`src/rtl/mlp_sequencer.sv`:
```
// mlp_sequencer
//   Sequences NUM_LAYERS external layer engines through one shared input
//   address bus, then runs an argmax over the final layer's signed scores.
//   A layer that never reports done trips a timeout: the sticky error flag is
//   set and the sequencer returns to IDLE. The result is offered on a
//   valid/ready handshake. Abort cancels any operation.
// Ports
//   clk, rst          clock and synchronous active-high reset
//   start, abort      begin inference (IDLE only) / cancel (any state)
//   layer_run         one-hot run strobe to the layer being fed
//   layer_done        per-layer done (level or pulse); only the active bit is used
//   addr              shared input index for the active layer
//   scores            final-layer scores, class 0 in the LSBs, signed
//   busy, error       not-IDLE indicator / sticky timeout flag
//   result_valid/ready, class_idx, class_score   argmax result handshake
module mlp_sequencer #(
  parameter int                       NUM_LAYERS   = 3,
  parameter logic [NUM_LAYERS*16-1:0] LAYER_INPUTS = {16'd32, 16'd128, 16'd784},
  parameter int                       ADDR_W       = 10,
  parameter int                       NUM_CLASSES  = 10,
  parameter int                       SCORE_W      = 16,
  parameter int                       TIMEOUT      = 4096
) (
  input  logic                             clk,
  input  logic                             rst,
  input  logic                             start,
  input  logic                             abort,
  output logic [NUM_LAYERS-1:0]            layer_run,
  input  logic [NUM_LAYERS-1:0]            layer_done,
  output logic [ADDR_W-1:0]                addr,
  input  logic [NUM_CLASSES*SCORE_W-1:0]   scores,
  output logic                             busy,
  output logic                             error,
  output logic                             result_valid,
  input  logic                             result_ready,
  output logic [$clog2(NUM_CLASSES)-1:0]   class_idx,
  output logic [SCORE_W-1:0]               class_score
);

  localparam int IDX_W = $clog2(NUM_CLASSES);
  localparam int LW    = (NUM_LAYERS > 1) ? $clog2(NUM_LAYERS) : 1;
  localparam int TW    = $clog2(TIMEOUT + 1);

  localparam logic [2:0] S_IDLE   = 3'd0;
  localparam logic [2:0] S_RUN    = 3'd1;
  localparam logic [2:0] S_WAIT   = 3'd2;
  localparam logic [2:0] S_ARGMAX = 3'd3;
  localparam logic [2:0] S_HOLD   = 3'd4;

  logic [2:0]                       state_reg, state_next;
  logic [LW-1:0]                    layer_reg, layer_next;
  logic [ADDR_W-1:0]                addr_reg, addr_next;
  logic [TW-1:0]                    wait_reg, wait_next;
  logic [IDX_W-1:0]                 cmp_reg, cmp_next;
  logic [IDX_W-1:0]                 best_idx_reg, best_idx_next;
  logic signed [SCORE_W-1:0]        best_score_reg, best_score_next;
  logic [NUM_CLASSES*SCORE_W-1:0]   score_lat_reg, score_lat_next;
  logic                             error_reg, error_next;
  logic [IDX_W-1:0]                 class_idx_reg, class_idx_next;
  logic [SCORE_W-1:0]               class_score_reg, class_score_next;

  logic [15:0]               len_arr   [NUM_LAYERS];
  logic signed [SCORE_W-1:0] score_arr [NUM_CLASSES];
  logic [ADDR_W-1:0]         last_addr;

  // Unpack the parameter and the latched score vector into indexable arrays.
  for (genvar gi = 0; gi < NUM_LAYERS; gi++) begin : g_layer
    assign len_arr[gi]   = LAYER_INPUTS[gi*16 +: 16];
    assign layer_run[gi] = (state_reg == S_RUN) && (layer_reg == LW'(gi));
  end

  for (genvar gi = 0; gi < NUM_CLASSES; gi++) begin : g_class
    assign score_arr[gi] = score_lat_reg[gi*SCORE_W +: SCORE_W];
  end

  assign last_addr = ADDR_W'(len_arr[layer_reg] - 16'd1);

  always_comb begin
    state_next       = state_reg;
    layer_next       = layer_reg;
    addr_next        = addr_reg;
    wait_next        = wait_reg;
    cmp_next         = cmp_reg;
    best_idx_next    = best_idx_reg;
    best_score_next  = best_score_reg;
    score_lat_next   = score_lat_reg;
    error_next       = error_reg;
    class_idx_next   = class_idx_reg;
    class_score_next = class_score_reg;

    case (state_reg)
      S_IDLE: begin
        if (start) begin
          state_next = S_RUN;
          layer_next = '0;
          addr_next  = '0;
          error_next = 1'b0;
        end
      end
      S_RUN: begin
        if (addr_reg == last_addr) begin
          state_next = S_WAIT;
          addr_next  = '0;
          wait_next  = '0;
        end else begin
          addr_next = addr_reg + ADDR_W'(1);
        end
      end
      S_WAIT: begin
        // A done on the timeout cycle still counts as success.
        if (layer_done[layer_reg]) begin
          wait_next = '0;
          if (layer_reg == LW'(NUM_LAYERS - 1)) begin
            state_next     = S_ARGMAX;
            cmp_next       = '0;
            score_lat_next = scores;
          end else begin
            state_next = S_RUN;
            layer_next = layer_reg + LW'(1);
          end
        end else if (wait_reg == TW'(TIMEOUT - 1)) begin
          state_next = S_IDLE;
          error_next = 1'b1;
          wait_next  = '0;
        end else begin
          wait_next = wait_reg + TW'(1);
        end
      end
      S_ARGMAX: begin
        // Strict greater-than so a tie keeps the earlier (lower) index.
        if (cmp_reg == '0 || score_arr[cmp_reg] > best_score_reg) begin
          best_score_next = score_arr[cmp_reg];
          best_idx_next   = cmp_reg;
        end
        if (cmp_reg == IDX_W'(NUM_CLASSES - 1)) begin
          state_next       = S_HOLD;
          class_idx_next   = best_idx_next;
          class_score_next = best_score_next;
        end else begin
          cmp_next = cmp_reg + IDX_W'(1);
        end
      end
      S_HOLD: begin
        if (result_ready) state_next = S_IDLE;
      end
      default: state_next = S_IDLE;
    endcase

    // Abort wins over everything; the published result and error are kept.
    if (abort) begin
      state_next       = S_IDLE;
      addr_next        = '0;
      wait_next        = '0;
      error_next       = error_reg;
      class_idx_next   = class_idx_reg;
      class_score_next = class_score_reg;
    end
  end

  always_ff @(posedge clk) begin
    if (rst) begin
      state_reg       <= S_IDLE;
      layer_reg       <= '0;
      addr_reg        <= '0;
      wait_reg        <= '0;
      cmp_reg         <= '0;
      best_idx_reg    <= '0;
      best_score_reg  <= '0;
      score_lat_reg   <= '0;
      error_reg       <= 1'b0;
      class_idx_reg   <= '0;
      class_score_reg <= '0;
    end else begin
      state_reg       <= state_next;
      layer_reg       <= layer_next;
      addr_reg        <= addr_next;
      wait_reg        <= wait_next;
      cmp_reg         <= cmp_next;
      best_idx_reg    <= best_idx_next;
      best_score_reg  <= best_score_next;
      score_lat_reg   <= score_lat_next;
      error_reg       <= error_next;
      class_idx_reg   <= class_idx_next;
      class_score_reg <= class_score_next;
    end
  end

  assign addr         = addr_reg;
  assign busy         = (state_reg != S_IDLE);
  assign error        = error_reg;
  assign result_valid = (state_reg == S_HOLD);
  assign class_idx    = class_idx_reg;
  assign class_score  = class_score_reg;

endmodule

```
`config.mk`:
```
export PLATFORM = sky130hd
export DESIGN_NAME = mlp_sequencer
export DESIGN_NICKNAME = d
export VERILOG_FILES = /design/src/rtl/mlp_sequencer.sv
export SDC_FILE = /design/constraint.sdc
export NUM_CORES = 1
export LEC_CHECK = 0
export ABC_CLOCK_PERIOD_IN_PS = 4600
export CAP_MARGIN = 10
export CORE_AREA = 2 2 147 149
export CTS_BUF_LIST = sky130_fd_sc_hd__clkbuf_16
export DETAILED_ROUTE_END_ITERATION = 6
export DIE_AREA = 0 0 149 151
export PLACE_DENSITY_LB_ADDON = 0.12
export SLEW_MARGIN = 20
export SYNTH_ARGS = -nofsm -noshare
export SYNTH_HDL_FRONTEND = slang
export SYNTH_SLANG_ARGS = --single-unit
```
`constraint.sdc`:
```
create_clock -name clk -period 4.6 [get_ports clk]
set_input_delay 0.92 -clock clk [delete_from_list [all_inputs] [get_ports clk]]
set_output_delay 0.92 -clock clk [all_outputs]
set_load 0.05 [all_outputs]
```
==> flow_metrics.env, run 1 <==
export IMPL_status="complete, no violations"
export IMPL_final_cell_mix="nand2_1, dfxtp_1, clkdlybuf4s50_1, a21oi_1, mux2i_1"
export IMPL_cts_root_buf="clkbuf_16"
export IMPL_fp_dieW_microns=149
export IMPL_via_per_inst=5.67
export IMPL_cts_setup_buffers=0
export IMPL_r2r_end="class_score[11]"
export IMPL_dpl_instance_area_sq_um=13000
export IMPL_setup_viol=0
export IMPL_syn_num_nets=1515
export IMPL_finalMaxSlewViolations=0
export IMPL_async_flop_share_pct=0
export IMPL_first_global_vias=9179
export IMPL_grt_max_degree=163
export IMPL_crit_path_max_fanout=29
export IMPL_die_h_microns=151
export IMPL_synth_top_family_by_area="compound AO/OA/AOI/OAI gates"
export IMPL_drc=0
export IMPL_cts_tree="built"
export IMPL_setup_slack_ns=0.328
export IMPL_synth_area_sq_um=10900
export IMPL_path_class="reg2reg"
export IMPL_grt_pass1_wl_mm=48.0
export IMPL_vias=9984
export IMPL_rsz0062_at_grt="no"
export IMPL_synth_cell_types=52
export IMPL_drtIter0Drc=752
export IMPL_cts_buffers=24
export IMPL_worstSetupEndpointType="register"
export IMPL_antenna_found_initial=1
export IMPL_endpoint="class_score[11]"
export IMPL_syn_inst=1322
export IMPL_cts_htree_levels=1
export IMPL_r2r_setup_slack_ns=0.33
export IMPL_worstMarginPinSlew_ns=1.06
export IMPL_setup_worst_path_start="cmp_reg[0]"
export IMPL_cts_clk_slew_worst_paths_ns=0.06
export IMPL_yosys_area_share_simple_pct=19.4
export IMPL_ff2ff_path_depth=14
export IMPL_core_area_sq_um=20800
export IMPL_dp_hpwl_mm=21.3
export IMPL_worstReg2RegStart="cmp_reg[0]"
export IMPL_layout_commonest_cell="nand2_1"
export IMPL_numPortBuffers=203
export IMPL_slew_headroom_pct=29.0
export IMPL_largest_reg_flops=160
export IMPL_clock_skew_final_ns=0.0115
export IMPL_fin_area_sq_um=13800
export IMPL_clkLatencyLatePin_ns=0.53
export IMPL_crit_required_ns=5.02
export IMPL_setup_tns_ns=0
export IMPL_synthFlopType="dfxtp_1"
export IMPL_grt_usage_pct=26.5
export IMPL_powerDensity_nw_per_um2=304
export IMPL_irDropWorstVdd_v=0.000220
export IMPL_final_hold_viol_count=0
export IMPL_initial_core_util_pct=52.1
export IMPL_layout_nets=1661
export IMPL_synthMuxAreaShare_pct=8.03
export IMPL_period_minus_slack_ns=4.27
export IMPL_wire_per_inst_microns=17.2
export IMPL_drtAntennaViolNets=0
export IMPL_fin_crit_sh_pct=92.9
export IMPL_power_leakage_nw=4.57
export IMPL_synth_edf_count=0
export IMPL_ys_ff_latch=233
export IMPL_drive_above_1_share_pct=6.19
export IMPL_grt_overflow_total=0
export IMPL_finalWirelength_mm=30.4
export IMPL_hp_class="reg2reg"
export IMPL_synth_compound_area_share_pct=20.9
export IMPL_syn_area_per_cell_sq_um=8.21
export IMPL_synth_warnings=0
export IMPL_clock_path_buffers=3
export IMPL_num_rows=53
export IMPL_pre_cts_ws_ns=0.0794
export IMPL_power_w=0.00419
export IMPL_fmax_mhz=234
export IMPL_place_gp_congestion=0.864
export IMPL_io_pins=204
export IMPL_synth_xor_area_share_pct=0.404
export IMPL_nFillCells=1790
export IMPL_area_growth_pct=27.2
export IMPL_die_area_sq_um=22500
export IMPL_dr_pass1_iters=5
export IMPL_synth_fa_ha_area_share_pct=2.88
export IMPL_critPathLaunchType="register"
export IMPL_synth_seq_area_share_pct=43.0
export IMPL_drv_cap=0
export IMPL_cp_arrival_ns=4.70
export IMPL_cts_sinks=233
==> how the worst min path moves through the flow <==
stage	from	slack, ns	endpoint	depth (start not counted)
global placement	score_lat_reg[46]	0.44	score_lat_reg[46]	2
detailed placement	score_lat_reg[70]	0.45	score_lat_reg[70]	2
global route	score_lat_reg[70]	0.46	score_lat_reg[70]	2
CTS	class_idx[2]	0.45	class_idx[2]	2
floorplan	score_lat_reg[32]	0.43	score_lat_reg[32]	2
finish	class_idx[2]	0.45	class_idx[2]	2
==> synth_stat cells (2+ instances only) <==
| library cell | number | area (sq um) |
|---|---|---|
| a2111o_1 | 15 | 169 |
| a211oi_1 | 17 | 128 |
| a211oi_2 | 2 | 25.0 |
| a21o_1 | 2 | 15.0 |
| a21oi_1 | 192 | 961 |
| a221oi_1 | 16 | 140 |
| a22oi_1 | 3 | 22.5 |
| a311oi_1 | 2 | 17.5 |
| a31oi_1 | 24 | 150 |
| and2_1 | 5 | 31.3 |
| and3_1 | 15 | 93.8 |
| and3b_1 | 2 | 17.5 |
| buf_1 | 3 | 11.3 |
| buf_2 | 21 | 105 |
| buf_6 | 2 | 22.5 |
| clkbuf_1 | 81 | 304 |
| dfxtp_1 | 233 | 4660 |
| ha_1 | 25 | 313 |
| inv_1 | 38 | 143 |
| mux2i_1 | 51 | 510 |
| mux4_2 | 16 | 360 |
| nand2_1 | 337 | 1260 |
| nand3_1 | 12 | 60.1 |
| nand3b_1 | 29 | 218 |
| nand4_1 | 9 | 56.3 |
| nor2_1 | 46 | 173 |
| nor2b_1 | 4 | 25.0 |
| nor3_1 | 10 | 50.1 |
| nor3_2 | 2 | 20.0 |
| nor3b_1 | 2 | 15.0 |
| nor3b_2 | 2 | 25.0 |
| o211a_1 | 3 | 30.0 |
| o21a_1 | 19 | 143 |
| o21ai_0 | 39 | 195 |
| o311ai_0 | 2 | 17.5 |
| o311ai_1 | 15 | 131 |
| o31ai_1 | 5 | 37.5 |
| or3_1 | 4 | 25.0 |
| xor2_1 | 4 | 35.0 |
==> kinds of logic (layout without fill, tap and decap cells) <==
| kind of cell | Yosys count | count (layout) |
|---|---|---|
| simple gates | 483 | 483 |
| compound gates | 364 | 364 |
| flops | 233 | 233 |
| buf+inv | 145 | 309 |
| mux | 67 | 67 |
| fa+ha+maj | 25 | 25 |
| xor+xnor | 5 | 5 |
| other cells | 0 | 1 |
==> report_power, final <==
part / internal, W / switching, W
clock: 0.00107 / 0.000821
combinational: 0.000159 / 0.000118
sequential: 0.00202 / 0.00000659
==> per-layer routing <==
layer / routed length, microns / track usage [%]
met5: 0 / 0
met4: 852 / 7.62
met3: 1540 / 3.55
met2: 14200 / 43.5
met1: 13800 / 36.8
==> worst max-delay path, stage by stage, from the launching register on <==
cell	delay, ns
dfxtp_2	0.55
buf_6	0.39
mux4_2	0.57
o21ai_0	0.24
o21a_1	0.22
inv_1	0.07
ha_1	0.30
nand2_1	0.10
nor4_2	0.31
o21ai_2	0.17
a31oi_2	0.24
buf_4	0.24
nand2_1	0.21
buf_4	0.27
o311ai_1	0.29
==> area by class of cell <==
cell class / count / area [sq um] / area share, %
Multi-Input combinational cell: 944 / 5640 / 40.8
Timing Repair Buffer: 227 / 2250 / 16.3
Antenna cell: 1 / 2.50 / 0.0181
Tap cell: 275 / 344 / 2.49
Clock inverter: 20 / 160 / 1.16
Sequential cell: 233 / 4670 / 33.8
Inverter: 38 / 143 / 1.03
Clock buffer: 24 / 601 / 4.35
==> metrics by stage <==
stage          utilization [%]  hold slack [ns]  cells
2_1_floorplan                -            0.433   1322
3_3_place_gp              62.6            0.440   1717
3_5_place_dp              62.6            0.446   1717
4_1_cts                   66.3            0.454   1761
5_1_grt                   66.3            0.465   1762
6_report                  66.3            0.450   1762
==> timing repair <==
item                                    CTS  global route
hold endpoints to repair                  0             0
resized for setup                         1             3
endpoints found under the setup margin    1            28
pin swaps                                 0             0
hold buffers                              0             0
(Power assumes the default switching activity.)
==> inputs of run 2 (changes only) <==
MAX_ROUTING_LAYER = met4   (was unset)
==> flow_metrics.env, run 2 (synthesis results as in run 1) <==
export IMPL_p_sw_w=0.000944
export IMPL_largest_reg_flops=160
export IMPL_grt_util_met2_pct=43.7
export IMPL_cts_sinks=233
export IMPL_cts_root_buf="clkbuf_16"
export IMPL_io_pins=204
export IMPL_final_hold_viol_count=0
export IMPL_grt_pass1_wl_mm=48.0
export IMPL_cts_clk_slew_worst_paths_ns=0.06
export IMPL_period_minus_slack_ns=4.25
export IMPL_vias=9962
export IMPL_hp_start="class_idx[2]"
export IMPL_critPathMostFrequentCell="buf_4"
export IMPL_ff2ff_path_depth=15
export IMPL_status="complete, no violations"
export IMPL_drive_above_1_share_pct=6.19
export IMPL_clkPwrFrac_pct=45.0
export IMPL_p_comb_share_pct=6.6
export IMPL_worstSetupEndpointType="register"
export IMPL_r2r_setup_slack_ns=0.35
export IMPL_antenna_found_initial=1
export IMPL_crit_buf_inv=4
export IMPL_setup_tns_ns=0
export IMPL_hold_path_end="class_idx[2]"
export IMPL_irDropWorstVdd_v=0.000219
export IMPL_die_area_sq_um=22500
export IMPL_drtIter0Drc=764
export IMPL_nFillCells=1790
export IMPL_initial_core_util_pct=52.1
export IMPL_cts_hold_buffers_added=0
export IMPL_whs_ns=0.449
export IMPL_critPathLaunchType="register"
export IMPL_fin_util_pct=66.3
export IMPL_setup_viol=0
export IMPL_num_rows=53
export IMPL_drc=0
export IMPL_hp_class="reg2reg"
export IMPL_max_stage_delay_ns=0.60
export IMPL_p_int_w=0.00325
export IMPL_die_h_microns=151
export IMPL_dp_hpwl_mm=21.3
export IMPL_grt_overflow_total=0
export IMPL_wire_per_inst_microns=17.2
export IMPL_multiInputGateArea_sq_um=5640
export IMPL_drv_cap=0
export IMPL_finalNonFillerCells=1762
export IMPL_slew_headroom_pct=30.8
export IMPL_cts_buffers=24
export IMPL_clock_skew_final_ns=0.0122
export IMPL_layout_nets=1661
export IMPL_power_leakage_nw=4.57
export IMPL_cts_tree="built"
export IMPL_swShare_pct=22.5
export IMPL_place_gp_congestion=0.878
export IMPL_crit_path_max_fanout=15
export IMPL_grtUsageMet1_pct=36.6
export IMPL_dr_pass1_iters=5
export IMPL_cp_arrival_ns=4.68
export IMPL_cts_setup_buffers=0
export IMPL_powerDensity_nw_per_um2=304
export IMPL_gr_max_usage_layer="met2"
export IMPL_clock_path_buffers=3
export IMPL_first_global_vias=9170
export IMPL_grt_max_degree=163
export IMPL_core_area_sq_um=20800
export IMPL_worstReg2RegStart="cmp_reg[1]"
export IMPL_critPathSlowestCell="dfxtp_2"
export IMPL_cts_htree_levels=1
export IMPL_grt_usage_pct=27.3
export IMPL_drtAntennaViolNets=0
export IMPL_setup_worst_path_start="cmp_reg[1]"
export IMPL_layout_commonest_cell="nand2_1"
export IMPL_via_per_inst=5.65
export IMPL_finalWirelength_mm=30.4
export IMPL_fp_dieW_microns=149
export IMPL_regArea_sq_um=4670
export IMPL_holdPathStages=2
export IMPL_fmax_mhz=235
export IMPL_numPortBuffers=203
export IMPL_worstMarginPinSlew_ns=1.03
export IMPL_r2r_end="class_score[11]"
export IMPL_postCtsResizedCells=1
export IMPL_finalMaxSlewViolations=0
export IMPL_clkLatencyLatePin_ns=0.53
export IMPL_crit_required_ns=5.02
export IMPL_place_inst=1717
export IMPL_cp_cell_sequence="buf_4 > mux2i_1 > a221oi_1 > o21ai_0 > o21a_1 > inv_1 > ha_1 > nand4_1 > nor4_2 > o21ai_2 > a31oi_2 > buf_4 > nand2_1 > buf_4 > o311ai_1"
export IMPL_path_delay_family="compound AO/OA/AOI/OAI gates"
export IMPL_path_class="reg2reg"
export IMPL_grt_use_met3_pct=3.43
export IMPL_seqPwrFrac_pct=48.4
export IMPL_rsz0062_at_grt="no"
export IMPL_fin_crit_sh_pct=92.5
export IMPL_area_growth_pct=27.2
export IMPL_final_cell_mix="nand2_1, dfxtp_1, clkdlybuf4s50_1, a21oi_1, mux2i_1"
==> run 2: cell counts in the layout (fill, tap and decap cells not counted) <==
Identical to the previous run, type by type.
==> run 2: worst max path at each step <==
stage                         end  slack [ns]  cells after the start
4_1_cts           class_score[11]        0.05                     13
5_1_grt           class_score[11]        0.02                     14
2_1_floorplan     class_score[10]        0.72                     15
6_report          class_score[11]        0.35                     15
3_3_place_gp   best_score_reg[13]        0.15                     12
3_5_place_dp    best_score_reg[5]        0.08                     12
==> run 2: layout make-up <==
type / count / area share (%)
diodes: 1 / 0.0181
clock buffers: 24 / 4.35
clock inverters: 20 / 1.16
inverters: 38 / 1.03
multi-input cells: 944 / 40.8
flip-flops and latches: 233 / 33.8
well taps: 275 / 2.49
repair buffers: 227 / 16.3
==> run 2: per-stage QoR <==
step,area (sq um),setup slack [ns],total power (W)
after floorplan,10900,0.718,0.00217
after global placement,13000,0.151,0.00235
after detailed placement,13000,0.0794,0.00235
after CTS,13800,0.0544,0.00420
after global routing,13800,0.0157,0.00431
final,13800,0.345,0.00419
==> run 2: worst reg2reg max path: stages, from the launching register on <==
cell and delay, ns:
dfxtp_2 0.60, buf_4 0.25, mux2i_1 0.41, a221oi_1 0.16
o21ai_0 0.20, o21a_1 0.25, inv_1 0.06, ha_1 0.26
nand4_1 0.15, nor4_2 0.38, o21ai_2 0.17, a31oi_2 0.23
buf_4 0.24, nand2_1 0.21, buf_4 0.27, o311ai_1 0.30
==> run 2: per-layer routing <==
layer  routed length, microns  vias to the layer above
li1                         -                     4925
met1                    13600                     4650
met2                    14200                      335
met3                     1670                       52
met4                      881                        0
met5                        0                        -
==> run 2: power groups by stage <==
stage                     registers [W]  clock network [W]  logic, W
after floorplan                 0.00207                  0  0.000102
after global routing            0.00203            0.00199  0.000297
after global placement          0.00207                  0  0.000274
final                           0.00203            0.00189  0.000276
after CTS                       0.00203            0.00190  0.000275
after detailed placement        0.00207                  0  0.000274
